[src/rtl/cp0_pkg.sv]
// rtl/cp0_pkg.sv - CP0 register numbers, bit positions, exception codes and defaults
package cp0_pkg;

  localparam logic [4:0] CP0_REG_COUNT   = 5'd9;
  localparam logic [4:0] CP0_REG_COMPARE = 5'd11;
  localparam logic [4:0] CP0_REG_SR      = 5'd12;
  localparam logic [4:0] CP0_REG_CAUSE   = 5'd13;
  localparam logic [4:0] CP0_REG_EPC     = 5'd14;
  localparam logic [4:0] CP0_REG_PRID    = 5'd15;

  localparam int SR_IE_BIT     = 0;
  localparam int SR_EXL_BIT    = 1;
  localparam int SR_IM_LSB     = 10;
  localparam int SR_IM_MSB     = 15;

  localparam int CAUSE_EXC_LSB = 2;
  localparam int CAUSE_EXC_MSB = 6;
  localparam int CAUSE_IP_LSB  = 10;
  localparam int CAUSE_IP_MSB  = 15;
  localparam int CAUSE_BD_BIT  = 31;

  typedef enum logic [4:0] {
    EXC_INT     = 5'd0,
    EXC_ADEL    = 5'd4,
    EXC_ADES    = 5'd5,
    EXC_SYSCALL = 5'd8,
    EXC_RI      = 5'd10,
    EXC_OV      = 5'd12
  } exc_code_e;

  localparam logic [31:0] HANDLER_PC_DEFAULT = 32'h0000_4180;
  localparam logic [31:0] PRID_DEFAULT       = 32'h2024_1105;

  // A delay-slot instruction restarts at its branch, one word earlier; EPC is word aligned.
  function automatic logic [31:0] trap_epc(input logic [31:0] pc, input logic bd);
    logic [31:0] v;
    v = bd ? (pc - 32'd4) : pc;
    return {v[31:2], 2'b00};
  endfunction

endpackage

[src/rtl/cp0_timer.sv]
// rtl/cp0_timer.sv - Count/Compare timer with sticky pending bit, built only under CP0_TIMER_EN
module cp0_timer
  import cp0_pkg::*;
(
  input  logic        clk,
  input  logic        reset,
  input  logic        we,
  input  logic [4:0]  addr,
  input  logic [31:0] wdata,
  output logic [31:0] count,
  output logic [31:0] compare,
  output logic        pending
);

  // Count free-runs unless written; a Compare write clears pending ahead of a match.
  always_ff @(posedge clk or negedge reset) begin
    if (!reset) begin
      count   <= '0;
      compare <= '0;
      pending <= 1'b0;
    end else begin
      if (we && (addr == CP0_REG_COUNT)) begin
        count <= wdata;
      end else begin
        count <= count + 32'd1;
      end
      if (we && (addr == CP0_REG_COMPARE)) begin
        compare <= wdata;
        pending <= 1'b0;
      end else if (count == compare) begin
        pending <= 1'b1;
      end
    end
  end

endmodule

[src/rtl/cp0_exc_responder.sv]
// rtl/cp0_exc_responder.sv - CP0 trap decision, SR/Cause/EPC/PRId, mfc0/mtc0/eret; timer under CP0_TIMER_EN
module cp0_exc_responder
  import cp0_pkg::*;
#(
  parameter logic [31:0] PRID_VAL   = PRID_DEFAULT,
  parameter logic [31:0] HANDLER_PC = HANDLER_PC_DEFAULT
) (
  input  logic        clk,
  input  logic        reset,
  input  logic [31:0] M_pc,
  input  logic [4:0]  M_ExcCode,
  input  logic        M_BD,
  input  logic [5:0]  HWInt,
  input  logic        cp0_we,
  input  logic [4:0]  cp0_addr,
  input  logic [31:0] cp0_wdata,
  input  logic        eret_en,
  output logic [31:0] cp0_rdata,
  output logic [31:0] EPC_out,
  output logic        Req,
  output logic [31:0] handler_pc
);

  logic [5:0]  im;
  logic        exl;
  logic        ie;
  logic        bd;
  logic [5:0]  ip_hw;
  logic [4:0]  exc_code;
  logic [31:0] epc;

  logic [5:0]  ip;
  logic        int_req;
  logic        exc_req;
  logic        mtc0_en;
  logic        timer_pend;
  logic [31:0] count_val;
  logic [31:0] compare_val;
  logic [31:0] sr_img;
  logic [31:0] cause_img;

`ifdef CP0_TIMER_EN
  cp0_timer u_timer (
    .clk     (clk),
    .reset   (reset),
    .we      (mtc0_en),
    .addr    (cp0_addr),
    .wdata   (cp0_wdata),
    .count   (count_val),
    .compare (compare_val),
    .pending (timer_pend)
  );
`else
  assign count_val   = '0;
  assign compare_val = '0;
  assign timer_pend  = 1'b0;
`endif

  assign ip      = {ip_hw[5] | timer_pend, ip_hw[4:0]};
  assign int_req = (|(ip & im)) & ie & ~exl;
  assign exc_req = (M_ExcCode != 5'd0) & ~exl;
  // Reset gates Req so a pending exception code cannot flush while the core is held.
  assign Req     = reset & (int_req | exc_req);
  // Trap beats eret, eret beats mtc0.
  assign mtc0_en = cp0_we & ~Req & ~eret_en;

  assign EPC_out    = epc;
  assign handler_pc = HANDLER_PC;

  // Cause.IP samples the interrupt lines every cycle and is never software-written.
  always_ff @(posedge clk or negedge reset) begin
    if (!reset) begin
      ip_hw <= '0;
    end else begin
      ip_hw <= HWInt;
    end
  end

  // Architectural state: trap entry, eret return, or mtc0, in that priority.
  always_ff @(posedge clk or negedge reset) begin
    if (!reset) begin
      im       <= '0;
      exl      <= 1'b0;
      ie       <= 1'b0;
      bd       <= 1'b0;
      exc_code <= '0;
      epc      <= '0;
    end else if (Req) begin
      exl      <= 1'b1;
      exc_code <= int_req ? EXC_INT : M_ExcCode;
      bd       <= M_BD;
      epc      <= trap_epc(M_pc, M_BD);
    end else if (eret_en) begin
      exl <= 1'b0;
    end else if (mtc0_en) begin
      case (cp0_addr)
        CP0_REG_SR: begin
          im  <= cp0_wdata[SR_IM_MSB:SR_IM_LSB];
          exl <= cp0_wdata[SR_EXL_BIT];
          ie  <= cp0_wdata[SR_IE_BIT];
        end
        CP0_REG_EPC: epc <= cp0_wdata;
        default: ;
      endcase
    end
  end

  // Read images and mfc0 mux; unimplemented fields and registers read as zero.
  always_comb begin
    sr_img = '0;
    sr_img[SR_IM_MSB:SR_IM_LSB] = im;
    sr_img[SR_EXL_BIT]          = exl;
    sr_img[SR_IE_BIT]           = ie;

    cause_img = '0;
    cause_img[CAUSE_BD_BIT]                = bd;
    cause_img[CAUSE_IP_MSB:CAUSE_IP_LSB]   = ip;
    cause_img[CAUSE_EXC_MSB:CAUSE_EXC_LSB] = exc_code;

    cp0_rdata = '0;
    case (cp0_addr)
      CP0_REG_COUNT:   cp0_rdata = count_val;
      CP0_REG_COMPARE: cp0_rdata = compare_val;
      CP0_REG_SR:      cp0_rdata = sr_img;
      CP0_REG_CAUSE:   cp0_rdata = cause_img;
      CP0_REG_EPC:     cp0_rdata = epc;
      CP0_REG_PRID:    cp0_rdata = PRID_VAL;
      default:         cp0_rdata = '0;
    endcase
  end

endmodule

[config.mk]
export PLATFORM = sky130hd
export DESIGN_NAME = cp0_exc_responder
export DESIGN_NICKNAME = d
export VERILOG_FILES = /design/src/rtl/cp0_pkg.sv /design/src/rtl/cp0_timer.sv /design/src/rtl/cp0_exc_responder.sv
export SDC_FILE = /design/constraint.sdc
export NUM_CORES = 1
export LEC_CHECK = 0
export ABC_AREA = 1
export CAP_MARGIN = 20
export CORE_ASPECT_RATIO = 1.1
export CORE_UTILIZATION = 42
export DETAILED_ROUTE_END_ITERATION = 10
export MAX_ROUTING_LAYER = met4
export PLACE_DENSITY_LB_ADDON = 0.15
export SLEW_MARGIN = 20
export SYNTH_ARGS = -nofsm -noshare
export SYNTH_HDL_FRONTEND = slang
export SYNTH_SLANG_ARGS = --single-unit
[constraint.sdc]
create_clock -name clk -period 1.9 [get_ports clk]
set_input_delay 0.57 -clock clk [delete_from_list [all_inputs] [get_ports clk]]
set_output_delay 0.57 -clock clk [all_outputs]
set_load 0.05 [all_outputs]
==> results of run 1 <==
## per-stage QoR
| step | setup TNS [ns] | setup WS [ns] | utilization | std cells |
|---|---|---|---|---|
| 2_1_floorplan | -7.17 | -0.455 | - | 600 |
| 3_3_place_gp | -38.24 | -0.742 | 0.707 | 895 |
| 5_1_grt | -8.66 | -0.343 | 0.794 | 930 |
| 3_5_place_dp | -40.71 | -0.800 | 0.707 | 895 |
| 6_report | -7.50 | -0.323 | 0.794 | 930 |
| 4_1_cts | -5.93 | -0.274 | 0.774 | 927 |
## layout by cell type (no fill, tap or decap), types with 4 or more instances in the layout
cell type,instances
nor2_2,16
nor2_1,26
dlymetal6s2s_1,12
buf_8,4
nand2_4,8
inv_2,7
nor2_4,25
o21ai_0,23
xor2_1,8
clkdlybuf4s50_1,54
o22ai_4,4
nand2_1,158
buf_12,37
xnor2_1,7
clkbuf_8,5
dfrtp_1,52
nand2_2,18
nand3_1,28
o211ai_1,6
buf_6,6
nand4_1,7
conb_1,32
buf_4,125
o21ai_2,7
o21ai_1,21
inv_1,69
dlygate4sd2_1,7
## worst max-delay path: stages
cell and delay [ns]:
buf_8 0.10, nand2_8 0.06, nor2_4 0.04, nand2_4 0.15, clkinvlp_4 0.26, a22o_4 0.32, buf_12 0.14
## cell families (layout without fill, tap and decap cells)
| group | after synthesis | after routing | share of synthesized area |
|---|---|---|---|
| xor gates and xnor gates | 16 | 16 | 0.0360 |
| buffers and inverters | 127 | 341 | 0.168 |
| DFF | 52 | 52 | 0.334 |
| AOI/OAI and AO/OA | 74 | 74 | 0.115 |
| adders and majority gates | 1 | 1 | 0.00321 |
| and+or+nand+nor | 298 | 299 | 0.343 |
| other | 2 | 33 | 0.00193 |
## synthesized netlist by cell type, drive strengths merged
master / count
o221ai: 3
a21boi: 2
nor2: 68
nand2: 186
inv: 80
a22o: 1
xor2: 9
o21bai: 1
nor3: 3
xnor2: 7
conb: 2
o22ai: 4
o21ai: 53
buf: 47
ha: 1
nand4: 7
o2111ai: 1
o211ai: 6
and2: 1
nor4: 1
a21oi: 3
nand3: 32
dfrtp: 52
## worst max-delay path by stage
| stage | from | endpoint | depth (start not counted) | slack [ns] |
|---|---|---|---|---|
| 6_report | cp0_addr[2] | cp0_rdata[31] | 7 | -0.32 |
| 5_1_grt | cp0_addr[2] | cp0_rdata[31] | 7 | -0.34 |
| 4_1_cts | cp0_addr[2] | cp0_rdata[15] | 7 | -0.27 |
| 3_5_place_dp | cp0_addr[3] | cp0_rdata[12] | 7 | -0.80 |
| 3_3_place_gp | cp0_addr[3] | cp0_rdata[12] | 7 | -0.74 |
| 2_1_floorplan | cp0_addr[3] | cp0_rdata[13] | 5 | -0.46 |
## cell type report
class,count,area (um2),area share
Antenna cell,1,2.50,0.000353
Multi-Input combinational cell,422,2520,0.355
Clock inverter,2,35.0,0.00495
Inverter,80,314,0.0444
Timing Repair Buffer,253,2700,0.381
Tap cell,114,143,0.0201
Clock buffer,6,72.6,0.0102
Sequential cell,52,1300,0.184
## what timing repair did
| action | CTS | global route |
|---|---|---|
| setup buffers | 23 | 5 |
| resized for setup | 100 | 52 |
| endpoints found under the setup margin | 72 | 60 |
| cloned | 2 | 0 |
| pin swaps | 24 | 28 |
## layer usage
metal,vias to the layer above,track usage
met3,36,0.0383
li1,2199,-
met1,2200,0.372
met2,222,0.514
met4,0,0.108
met5,-,-
## report_power, final
part	internal, uW	switching (uW)
Clock	392	385
Sequential	1380	217
Combinational	910	1870
## sequential cells by signal, summed over array words and instances, names as in the netlist
register / count
EPC_out: 32
bd: 1
exc_code: 5
exl: 1
ie: 1
im: 6
ip: 6
==> flow_summary.yaml, run 1 <==
route:
  first_pass_iters: 5
  ant_nets: 0
  drt-vias-per-instance: 5.01
  drc: 0
  wl_met1_um: 5790
  drt_iter0_markers: 193
  vias: 4657
  finalWirelength_um: 14700
  wl_per_cell_um: 15.9
  top_layer_used: "met4"
  dr_wl_met2_um: 7650
  met3WireLength_um: 846
final_layout:
  fillerInstances: 579
  drive_above_1_share: 0.360
  fin_nets: 900
  final_area_um2: 7080
  syn_to_final_growth_pct: 81.7
clock_tree:
  cts_made_buffers: 5
  cts.sinks: 52
  cts.htree.levels: 2
  hold_buffers: 0
  cts_buffer_depth: 2
  cts.clk_slew.worst_paths_ns: 0.09
  insertion_delay_ns: 0.31
  clockRootBuffer: "clkbuf_8"
  cts_tree: "done"
worst_setup_path:
  crit_type: "in2out"
  critPathMaxFanout: 6
  critPathLaunchType: "primary input"
  crit_required_ns: 1.33
  r2r_slack_ns: 0.09
  rr_startpoint: "im[3]"
  crit_arrival_ns: 1.65
  rr_worst_depth: 10
  reg2reg_to: "EPC_out[0]"
  crit_path_end_kind: "output port"
floorplanning:
  coreArea_um2: 8920
  die_w_um: 93.9
  die_area_um2: 9670
  std_cell_rows: 36
  initial_core_util: 0.437
  io_pins: 182
  die_h_um: 103
synthesis:
  synth-seq-cells: 52
  yosys.area.top_type: "dfrtp_1"
  syn_area_per_cell_um2: 6.84
  ys_warn_count: 0
  netlist_instances: 570
  synth_area_leaders: "dfrtp_1, nand2_1, inv_1"
  seq_area_frac_synth: 0.334
  syn_area_um2: 3900
  synthDistinctLibCells: 37
  yosysTopAreaCellShare: 0.334
outcome:
  outcome: "finished with violations"
  violations: "negative setup slack"
job:
  maxCapViolCount: 0
grt:
  grt_pass1_vias: 4466
  grt_antenna_before_repair: 1
  grt_pass1_wl_um: 21800
  grt_remaining_overflow: 0
  grt_max_degree: 34
  grt.total_usage: 0.303
timing:
  final_hold_viol_count: 0
  max_clock_freq_ghz: 0.450
  skew_ns: 0.00473
  setup_viol: 34
  min_period_ns: 2.22
  rsz0062_at_grt: "yes"
  worst_slack_ns: -0.323
  fin_crit_sh: 1.17
  whs_ns: 0.370
  maxSlewViolCount: 0
pwr:
  powerDensity_nw_per_um2: 727
  p_total_uw: 5150
  p_leak_uw: 0.00357
  peakVddDrop_mv: 0.492
place:
  io_buffers: 147
  place_congestion: 0.913
  place_area_um2: 6310
  dp_hpwl_um: 10300
hold_path:
  hold_class: "in2async"
Power figures use the tool's default switching activity.
==> run 2, diff against run 1 <==
SYNTH_HIERARCHICAL = 1   (was unset)
==> results of run 2 <==
Same layout as run 1: the final DEF is identical, and so are final timing and power.
Among the figures that moved: Yosys warning count 0 -> 6
